===== src/rtl/gpio_pkg.sv =====
// Shared definitions for GPIO input conditioning: debounce FSM encoding,
// 50 MHz board-clock defaults and the common counter width.
package gpio_pkg;

   localparam int unsigned CNT_W               = 32;
   localparam int unsigned DEF_DEBOUNCE_CYCLES = 50000;    // 1 ms at 50 MHz
   localparam int unsigned DEF_HOLDOFF_CYCLES  = 2500000;  // 50 ms at 50 MHz

   typedef enum logic [1:0] {
      IDLE      = 2'd0,
      PRESS_CHK = 2'd1,
      HIGH      = 2'd2,
      REL_CHK   = 2'd3
   } gpio_state_e;

endpackage


===== src/rtl/gpio_debounce_trigger_sync2.sv =====
// Generic two-flop synchronizer for raw GPIO pins; RST_VAL should be the
// de-asserted pin level so reset never fabricates an edge.
module sync2 #(
   parameter logic RST_VAL = 1'b0
) (
   input  logic clock,
   input  logic reset,
   input  logic d,
   output logic q
);

   logic meta_q, meta_d;
   logic sync_q, sync_d;

   always_comb begin
      meta_d = d;
      sync_d = meta_q;
   end

   always_ff @(posedge clock) begin
      if (reset) begin
         meta_q <= RST_VAL;
         sync_q <= RST_VAL;
      end else begin
         meta_q <= meta_d;
         sync_q <= sync_d;
      end
   end

   assign q = sync_q;

endmodule


===== src/rtl/gpio_debounce_trigger.sv =====
// Debounces one raw GPIO input into a clean level and a rate-limited one-cycle
// trigger. Optional saturating event counter enabled by GPIO_EVENT_COUNT_EN.
module gpio_debounce_trigger
   import gpio_pkg::*;
#(
   parameter int unsigned DEBOUNCE_CYCLES = DEF_DEBOUNCE_CYCLES,
   parameter int unsigned HOLDOFF_CYCLES  = DEF_HOLDOFF_CYCLES,
   parameter bit          ACTIVE_LOW      = 1'b1,
   parameter int unsigned COUNT_W         = 16
) (
   input  logic               clock,
   input  logic               reset,
   input  logic               raw_in,
   output logic               level,
   output logic               trigger
`ifdef GPIO_EVENT_COUNT_EN
   ,
   output logic [COUNT_W-1:0] event_count
`endif
);

   gpio_state_e      state_q, state_d;
   logic [CNT_W-1:0] deb_q, deb_d;
   logic [CNT_W-1:0] hold_q, hold_d;
   logic             trig_q, trig_d;
   logic             raw_sync;
   logic             s;

   sync2 #(.RST_VAL(ACTIVE_LOW)) u_sync (
      .clock (clock),
      .reset (reset),
      .d     (raw_in),
      .q     (raw_sync)
   );

   assign s = ACTIVE_LOW ? ~raw_sync : raw_sync;

   always_comb begin
      state_d = state_q;
      deb_d   = deb_q;
      trig_d  = 1'b0;
      // Holdoff runs down independently of the FSM; only an emitted trigger reloads it.
      hold_d  = (hold_q != '0) ? hold_q - 1'b1 : hold_q;
      case (state_q)
         IDLE: begin
            if (s) begin
               deb_d   = CNT_W'(DEBOUNCE_CYCLES - 1);
               state_d = PRESS_CHK;
            end
         end
         PRESS_CHK: begin
            if (!s) begin
               deb_d   = '0;
               state_d = IDLE;
            end else if (deb_q == '0) begin
               state_d = HIGH;
               if (hold_q == '0) begin
                  trig_d = 1'b1;
                  hold_d = CNT_W'(HOLDOFF_CYCLES);
               end
            end else begin
               deb_d = deb_q - 1'b1;
            end
         end
         HIGH: begin
            if (!s) begin
               deb_d   = CNT_W'(DEBOUNCE_CYCLES - 1);
               state_d = REL_CHK;
            end
         end
         REL_CHK: begin
            if (s) begin
               state_d = HIGH;
            end else if (deb_q == '0) begin
               state_d = IDLE;
            end else begin
               deb_d = deb_q - 1'b1;
            end
         end
         default: state_d = IDLE;
      endcase
   end

   always_ff @(posedge clock) begin
      if (reset) begin
         state_q <= IDLE;
         deb_q   <= '0;
         hold_q  <= '0;
         trig_q  <= 1'b0;
      end else begin
         state_q <= state_d;
         deb_q   <= deb_d;
         hold_q  <= hold_d;
         trig_q  <= trig_d;
      end
   end

   assign level   = (state_q == HIGH) || (state_q == REL_CHK);
   assign trigger = trig_q;

`ifdef GPIO_EVENT_COUNT_EN
   logic [COUNT_W-1:0] evt_q, evt_d;

   always_comb begin
      evt_d = evt_q;
      if (trig_d && (evt_q != '1)) evt_d = evt_q + 1'b1;
   end

   always_ff @(posedge clock) begin
      if (reset) evt_q <= '0;
      else       evt_q <= evt_d;
   end

   assign event_count = evt_q;
`endif

endmodule


===== config.mk =====
export PLATFORM = sky130hd
export DESIGN_NAME = gpio_debounce_trigger
export DESIGN_NICKNAME = d
export VERILOG_FILES = /design/src/rtl/gpio_pkg.sv /design/src/rtl/gpio_debounce_trigger_sync2.sv /design/src/rtl/gpio_debounce_trigger.sv
export SDC_FILE = /design/constraint.sdc
export NUM_CORES = 1
export LEC_CHECK = 0
export CORE_ASPECT_RATIO = 0.6
export CORE_MARGIN = 1.5
export CORE_UTILIZATION = 55
export DETAILED_ROUTE_END_ITERATION = 7
export HOLD_SLACK_MARGIN = 0.1
export PLACE_DENSITY = 0.81
export SYNTH_ARGS = -nofsm -noshare
export SYNTH_HDL_FRONTEND = slang
export SYNTH_SLANG_ARGS = --single-unit

===== constraint.sdc =====
create_clock -name clock -period 7.15 [get_ports clock]
set_clock_uncertainty 0.15 [all_clocks]
set_input_delay 1.43 -clock clock [delete_from_list [all_inputs] [get_ports clock]]
set_output_delay 1.43 -clock clock [all_outputs]
set_load 0.02 [all_outputs]

## Word-level counts from Yosys, hierarchy flattened

Cells that the tools add are included.

| storage, ports and cells | value |
|---|---|
| register bits | 69 |
| input port bits | 3 |
| logic and storage cells | 45 |

| operators by class | value |
|---|---|
| $add $sub $neg | 2 |
| eq/ne operators | 8 |
| multiplexer cells | 19 |
| bitwise logic cells | 2 |
| reduce and logical (&&, ||, !) cells | 8 |

Operator list:

| cell | number |
|---|---|
| two-way mux 32 bit | 10 |
| case mux 32 bit (4 select lines) | 1 |
| zero test 32 bit | 2 |
| subtractor 32 x 1 -> 32 bit, second input constant | 2 |
| nonzero test 32 bit | 1 |
| two-way mux 2 bit | 6 |
| case mux 2 bit (4 select lines) | 1 |
| == test 2 bit, second input constant | 2 |
| != test 2 x 1 -> 1 bit, second input constant | 2 |
| AND reduction 4 bit | 1 |
| OR reduction 4 bit | 1 |
| != test 3 x 2 -> 1 bit, second input constant | 1 |
| != test 3 bit, second input constant | 1 |
| AND reduction 3 bit | 1 |
| == test 2 x 1 -> 1 bit, second input constant | 1 |
| zero test 2 bit | 1 |
| != test 2 bit, second input constant | 1 |
| inverter 1 bit | 2 |
| logical OR 1 bit | 1 |
| two-way mux 1 bit | 1 |

## Depth between registers and ports, before layout

| logic depth | value |
|---|---|
| depth in word-level cells | 6 |
| mapped depth | 9 |

## Cells and area by module

Synthesis repeated with hierarchy kept, for this count alone.

| second synthesis, totals | value |
|---|---|
| cell total of the unflattened synthesis | 451 |
| area, all modules | 3,656.0 sq um |

Modules (own cells, without submodules):

| module | times used | cells an instance | area an instance (sq um) | seq. area each (sq um) |
|---|---|---|---|---|
| gpio_debounce_trigger | 1 | 447 | 3,603.5 | 1,341.3 |
| sync2 | 1 | 4 | 52.6 | 40.0 |

## Worst setup path after synthesis

OpenSTA, ideal clock, no wires.

| path | value |
|---|---|
| path type | input -> register |
| start point | input port reset |
| end point | register deb_q[20] |
| library setup time | 0.059 ns |
| data arrival time | 2.480 ns |
| data required time | 6.941 ns |
| path slack | 4.461 ns |
| stages on the path | 4 |
| path buffers | 1 |
| cells stage by stage | clkbuf_1 > or2_2 > or4_1 > nand2_1 |

RTL lines:

| element | RTL line | text |
|---|---|---|
| from (decl) | gpio_debounce_trigger.sv:12 | `input logic reset,` |
| to (signal assigned) | gpio_debounce_trigger.sv:87 | `deb_q <= '0;` |
| to (signal assigned) | gpio_debounce_trigger.sv:92 | `deb_q <= deb_d;` |
| to (decl) | gpio_debounce_trigger.sv:23 | `logic [CNT_W-1:0] deb_q, deb_d;` |

==> run metrics <==
crit path kind in -> reg; Hold-fix buffers, CTS 0; first-pass GRT wire length roughly 17,000 microns; 1st-pass router iterations 5; R2R setup slack around 3.8 ns; Slew headroom approximately 29%; Max Root-Sink Buffers 2; status finished, final reports clean; die width 112 microns; largest net degree at the start of global routing 24; cells on worst reg2reg path 9; Max-Cap Viols 0; die area 7610 sq um; asr flop ratio synth 0%; CTS H-tree depth 3; critical path startpoint category input pin; I/O pin count 5; post-CTS sizing 0; hold path startpoint u_sync.meta_q$_SDFF_PP1_; Setup Fix Bufs, Post-CTS 0; CP cell instances clkdlybuf4s50_1 > inv_1 > nand2_1 > nor2_1 > or4b_2 > nand3_1; cells after synthesis roughly 460; crit path DAT 3.66 ns; CP Data Required Time 7.28 ns; Avg WL per Cell ~19 microns; PortBufs 4; Die Ht slightly below 70 microns; power per cell area around 460 nW/um^2; Remaining DRCs 0; Mapped Area between 3000 and 4000 sq um; Crit Path Max Fanout 20; maximum clock frequency about 280 MHz; top cell family by delay on the critical path buffers and inverters; Hold Crit Class reg -> reg; Area Overhead vs Synth 9.67%; initial antenna violation count 0; Starting Density 57.6%; slowest stage delay, CP ~0.8 ns; root buffer cell clkbuf_16; Hold Path Depth 1; row count 23; overall via count from detail_route a little under 4,000; gpl congestion just under 1; fin crit share 49.4%; GRT Util Overall 29.3%; Vias per Instance 7.04; Hold WS 0.259 ns; Yosys warning total 0; setup violators final 0; Worst setup EP type flip-flop; RSZ-0062 raised after global routing false; DP HPWL 7290 microns; CTS clk-pin slew, worst paths 0.06 ns; 1st-iter DRT viols 497; syn_nets 470; clk sinks 69; CTS Buf Count 9; DRT Wirelength 10,600 microns; ANT nets after route 0; gr ovfl total 0; worst skew pair latency ~0.34 ns; core area 6760 sq um; Post-synth EDFFs 0; reg2reg start hold_q[0]$_SDFF_PP0_; vias in the first global route 3,401; worst hold endpoint u_sync.q$_SDFF_PP1_; TritonCTS clock tree built; Pleak 1.55 nW; post-route minimum period between 3 and 4 ns; Avg Inst Size Synth 8.43 sq um; nets@finish approximately 460; number of synthesized register bits 69; Bufs and invs on worst path 2; reg2reg end hold_q[0]$_SDFF_PP0_; peak supply drop about 0.00029 V; Hold Vio Cnt, Final 0; Fin Setup TNS 0 ns; Final Max Tran Viols 0; ys flop type dfxtp_1; sequential area share after synthesis a little over a third; post-synth cell types 61; slowest stage cell, crit path clkdlybuf4s50_1; layout cells sized above 1 12.2%; worst slew pin tran roughly 1.1 ns; antenna cells 0
## cell usage after synthesis (5+ instances only)
master	number	area (sq um)
dfxtp_1	69	1380
a21oi_1	45	225
or4_1	29	218
or3_1	27	169
o31ai_1	24	180
nand2_1	21	78.8
o21ai_0	21	105
nor2_1	18	67.6
or2_2	17	106
nor4_1	16	100
clkbuf_1	15	56.3
nand3_1	15	75.1
a31oi_1	13	81.3
inv_1	10	37.5
nand2b_1	9	56.3
nor3_1	7	35.0
o211ai_1	7	52.6
o41ai_1	6	52.6
ha_1	5	62.6
mux2i_1	5	50.1
or4_4	5	56.3
## routing by layer
| metal | GRT usage [%] | up-vias | wire [microns] |
|---|---|---|---|
| met5 | 0 | - | 0 |
| met4 | 9.97 | 0 | 98 |
| met3 | 10.2 | 9 | 1220 |
| met2 | 41.6 | 196 | 4310 |
| met1 | 41.3 | 1828 | 4940 |
| li1 | - | 1813 | - |
## cell type report
cell class                 count  area, sq um
clock buffer                  10          239
sequential                    69         1380
inverter                      11         41.3
timing repair buffer           5         47.5
fill                         571         2490
multi-input combinational    358         2370
clock inverter                 6         86.3
tap                           87          109
## placed cells by master, fill, tap and decap left out, types with 9 or more instances in the layout
master | netlist | layout
clkbuf_16 | 0 | 9
o21ai_0 | 21 | 21
dfxtp_1 | 69 | 69
or3_1 | 27 | 27
a31oi_1 | 13 | 13
o31ai_1 | 24 | 23
a21oi_1 | 45 | 45
or2_2 | 17 | 17
nand2_1 | 21 | 21
nand3_1 | 15 | 15
or4_1 | 29 | 29
nand2b_1 | 9 | 9
nor4_1 | 16 | 16
inv_1 | 10 | 10
nor2_1 | 18 | 18
## worst max-delay path by stage
stage	slack [ns]	end	cells past startpoint	from
floorplan	4.46	deb_q[20]$_SDFFE_PP0P_	4	reset
global route	3.46	deb_q[3]$_SDFFE_PP0P_	6	reset
finish	3.62	deb_q[3]$_SDFFE_PP0P_	6	reset
detailed placement	3.33	deb_q[3]$_SDFFE_PP0P_	6	reset
global placement	3.39	deb_q[3]$_SDFFE_PP0P_	6	reset
CTS	3.67	deb_q[3]$_SDFFE_PP0P_	6	reset
## kinds of logic (layout without fill, tap and decap cells)
| kind of cell | count (synthesis) | count (layout) | share of synthesized area (%) |
|---|---|---|---|
| muxes | 5 | 5 | 1.28 |
| DFF | 69 | 69 | 35.5 |
| and+or+nand+nor | 195 | 195 | 31.8 |
| xor gates and xnor gates | 3 | 3 | 0.674 |
| AOI/OAI and AO/OA | 150 | 150 | 25.3 |
| buffers and inverters | 35 | 32 | 3.89 |
| adders and majority gates | 5 | 5 | 1.61 |
## report_power, final
part	switching [W]	internal, W
sequential	0.0000994	0.000468
clock	0.000172	0.000314
combinational	0.000583	0.000327
## through the flow
step	utilization, %	area (sq um)	setup slack, ns	power [W]	instances
floorplan	-	3900	4.46	0.00126	462
finish	63.2	4270	3.62	0.00196	546
global route	63.2	4270	3.46	0.00208	546
detailed placement	58.4	3950	3.33	0.00145	530
CTS	63.2	4270	3.67	0.00194	546
global placement	58.4	3950	3.39	0.00141	530
## flip-flops by register name, summed over array words and instances, names as in the netlist, named ones only
register / count
u_sync.q: 1
trigger: 1
hold_q: 32
u_sync.meta_q: 1
deb_q: 32
state_q: 1
Note: power is estimated with default switching activity, not from simulation.
